File: config.mk
export PLATFORM = sky130hd
export DESIGN_NAME = register
export DESIGN_NICKNAME = d
export VERILOG_FILES = /design/src/rtl/register.sv
export SDC_FILE = /design/constraint.sdc
export NUM_CORES = 1
export LEC_CHECK = 0
export ABC_AREA = 1
export CAP_MARGIN = 20
export CELL_PAD_IN_SITES_DETAIL_PLACEMENT = 1
export CELL_PAD_IN_SITES_GLOBAL_PLACEMENT = 1
export CORE_MARGIN = 1
export CORE_UTILIZATION = 43
export CTS_CLUSTER_DIAMETER = 30
export DETAILED_ROUTE_END_ITERATION = 6
export DONT_BUFFER_PORTS = 1
export PLACE_DENSITY_LB_ADDON = 0.1
export SYNTH_ARGS = -nofsm -noshare
export SYNTH_HDL_FRONTEND = slang
export SYNTH_SLANG_ARGS = --single-unit
export TNS_END_PERCENT = 20
File: constraint.sdc
create_clock -name CLK -period 1.6 [get_ports CLK]
set_input_delay 0.16 -clock CLK [delete_from_list [all_inputs] [get_ports CLK]]
set_output_delay 0.16 -clock CLK [all_outputs]
set_load 0.1 [all_outputs]
File: src/rtl/register.sv
// Single W-bit storage element of the MIPS register file, optionally a hard-wired $zero.
// Optional write-through forwarding on the read port when REG_BYPASS_EN is defined.
module register #(
  parameter int                 WIDTH       = 32,
  parameter logic [WIDTH-1:0]   RESET_VALUE = {WIDTH{1'b0}},
  parameter bit                 ZERO_REG    = 1'b0
) (
  input  logic             CLK,
  input  logic             RST,
  input  logic             enabled,
  input  logic             addressed,
  input  logic [WIDTH-1:0] write,
  output logic [WIDTH-1:0] read
);

  generate
    if (ZERO_REG) begin : g_zero
      // $zero keeps no state at all, so no flops exist for q.
      assign read = {WIDTH{1'b0}};
    end else begin : g_reg
      logic             loadEn;
      logic [WIDTH-1:0] q_q;
      logic [WIDTH-1:0] q_d;

      assign loadEn = enabled & addressed;

      always_comb begin
        q_d = q_q;
        if (loadEn) begin
          q_d = write;
        end
      end

      always_ff @(posedge CLK) begin
        if (RST) begin
          q_q <= RESET_VALUE;
        end else begin
          q_q <= q_d;
        end
      end

`ifdef REG_BYPASS_EN
      // Forward the word being written so a same-cycle reader sees it before the edge.
      assign read = (loadEn && !RST) ? write : q_q;
`else
      assign read = q_q;
`endif
    end
  endgenerate

endmodule

# Word-level counts from Yosys, hierarchy flattened
# Cells that the tools add are included.
# totals
ff_bits	32
input_bits	36
output_inout_bits	32
elab_cells	2
# classes
bitwise	1
# ops
cell	n
$and A1 B1 Y1	1

# Longest topological paths before layout
# depth
word_depth	1
depth_mapped	5
depth_no_buf	4

# Worst setup path after synthesis
# Ideal clock, no wire load.
# synth_path
path_kind	register -> register
start	reg read[10] (netlist name)
end	reg g_reg.q_q[10], in the netlist read[10]
setup_time_ps	64
arrival_ps	1205
required_ps	1536
slack_ps	331
stages_incl_launch_ff	5
path_buffers	0
period_less_slack_ps	1269
cell_sequence	dfxtp_1 inv_1 nand2_1 nand2_1 nor2_1
# synth_lines
element	line_no	rtl
to (signal assigned)	38	q_q <= q_d;
to (decl)	22	logic [WIDTH-1:0] q_q;

# Final worst setup path
# layout_path
start	reg g_reg.q_q[27], in the netlist read[27]
end	out read[27]
# layout_lines
element	line_no	rtl
to (decl)	13	output logic [WIDTH-1:0] read
# No word-level cell between the ends.

==> flow_summary.toml <==
[run_status]
outcome = "complete, but fails checks"
violations = "design-rule violations"

[drt]
drt-total-wl_mm = 4.699
dr.pass1.iters = 6
vias = 1441
avgViaCountPerCell = 4.885
drtAntennaViolNets = 0
wl_per_cell_um = 15.93
drc = 5
drtIter0Drc = 68

[yosys]
synthTopCellsByCount = "64 x nand2_1, 64 x nor2_1, 33 x inv_1, 32 x dfxtp_1, 5 x buf_2"
avgSynthCellArea_um2 = 6.515
synth_area_leader_cell = "dfxtp_1"
synth.area.top_cells = "dfxtp_1 48%, nand2_1 18%, nor2_1 18%"
yosys_warnings = 0
syn-cell-area_um2 = 1323
synth_top_area_share_pct = 48.44
ys_types = 8
ys_seq_elements = 32
syn-num-nets = 239
synth-edff-count = 0
yosysSeqAreaShare_pct = 48.44
synth_ff_type = "dfxtp_1"
syn_inst = 203
ys_async_sr_fraction_pct = 0

[worst_setup_path]
critPathArrivalTime_ns = 1.06
startpoint_type = "flip-flop"
critPathMaxStageDelay_ns = 0.40
crit_family = "flip-flops"
crit_required_ns = 1.44
end_kind = "primary output"
crit_buf_inv = 1
path_cells = "buf_4"
crit_type = "reg -> out"
path_max_fanout = 2
ff2ff_setup_slack_ns = 0.78
cp_slowest_cell = "dfxtp_1"

[timing]
fin_skew_ns = 0
setup_viol = 0
tightest_slew_ns = 0.6156
slew_viol_final = 0
relSlewSlack_pct = 58.92
min_period_ns = 1.221
finalHoldViolations = 0
hold_slack_ns = 0.2538
setup_tns_ns = 0
fmax_ghz = 0.8193
finalCritPeriodShare_pct = 76.28
fin_ws_ns = 0.3795
rsz0062_at_grt = "false"

[pwr]
total_power_mw = 2.016
power_density_nw_per_um2 = 1061
p_sw_share_pct = 42.23
p_sw_mw = 0.8516
combPwrFrac_pct = 35.5
p_seq_share_pct = 43.8
ir_drop_uv = 593.4
p_leak_nw = 1.051
power_frac_clock_pct = 20.7
intPower_mw = 1.165

[die]
rows = 19
initial_utilization_pct = 46.75
pin_count = 68
die_h_um = 57.46
die_x_um = 57.46
core-area_um2 = 2829
die_area_um2 = 3302

[cells_and_area]
drive_gt1_share_pct = 14.77
antenna_cells = 0
area_growth_pct = 43.71
final_util_pct = 67.18
num-nets-final = 302
largest_reg_flops = 32
fillCellCount = 365

[global_route]
grt_pass1_wl_mm = 7.279
grt.total_usage_pct = 30.21
grt_start_max_net_pins = 65
grt_pass1_vias = 1542
antenna_found_initial = 0
overflow = 0

[cts]
postCtsSetupRepairBufs = 0
clk_pin_slew_ns = 0.10
cts_made_buffers = 5
worstSkewPairLatency_ns = 0.33
cts_tree = "yes"
cts.sinks = 32
htreeDepth = 2
clockBufferDepth = 2
cts_root_buf = "clkbuf_4"

[min_path]
hold_path.class = "in -> reg"

[placed_design]
io_buffers = 0
place.gp.congestion = 0.6287
hpwlAfterDp_mm = 2.075
dpl_worst_slack_ns = 0.5990

[flow_run]
maxCapViolCount = 0
[layout make-up]
| cell class | count | area (µm²) | area share (%) |
|---|---|---|---|
| inverters | 33 | 123.9 | 6.517 |
| flip-flops and latches | 32 | 640.6 | 33.71 |
| repair buffers | 65 | 568.0 | 29.89 |
| well taps | 31 | 38.79 | 2.041 |
| clock buffers | 5 | 37.54 | 1.975 |
| multi-input cells | 129 | 491.7 | 25.87 |
[power by group through the flow]
stage | Combinational [mW] | Clock, mW | Sequential (mW)
after floorplan | 0.136 | 0 | 1.29
after global placement | 0.614 | 0 | 0.893
after detailed placement | 0.631 | 0 | 0.896
after CTS | 0.693 | 0.407 | 0.878
after global routing | 0.748 | 0.445 | 0.888
final | 0.715 | 0.417 | 0.884
[final timing paths]
| kind | from | end | cells past startpoint |
|---|---|---|---|
| worst max-delay path | read[27]$_SDFFE_PP0P_ | read[27] | 1 |
| worst min-delay path | RST | read[12]$_SDFFE_PP0P_ | 4 |
| worst max register to register | read[27]$_SDFFE_PP0P_ | read[27]$_SDFFE_PP0P_ | 4 |
| worst min register to register | read[22]$_SDFFE_PP0P_ | read[22]$_SDFFE_PP0P_ | 4 |
[through the flow]
step,area (µm²),std cells
2_1_floorplan,1323,203
4_1_cts,1891,294
5_1_grt,1901,295
3_3_place_gp,1543,258
3_5_place_dp,1543,258
6_report,1901,295
[routing by layer]
| layer | share of wire, % | vias up | GRT usage, % |
|---|---|---|---|
| li1 | - | 691 | - |
| met2 | 55 | 64 | 56.98 |
| met5 | 0 | - | 0 |
| met3 | 4.7 | 19 | 7.029 |
| met1 | 36 | 667 | 28.90 |
| met4 | 3.9 | 0 | 19.51 |
[kinds of logic after synthesis]
kind of cell | count (synthesis) | share of synthesized area, %
flip-flops | 32 | 48.44
buffers and inverters | 42 | 14.38
AND/OR/NAND/NOR | 129 | 37.18
[what timing repair did]
action	CTS	global route
gates resized for setup	0	0
hold endpoints to repair	31	1
hold buffers	31	1
[placed cells by master (no fill, tap or decap)]
master	instances
nand2_4	1
clkbuf_4	5
nor2_1	64
buf_4	33
inv_1	33
dlygate4sd3_1	32
nand2_1	64
dfxtp_1	32
Note: power is estimated with default switching activity, not from simulation.
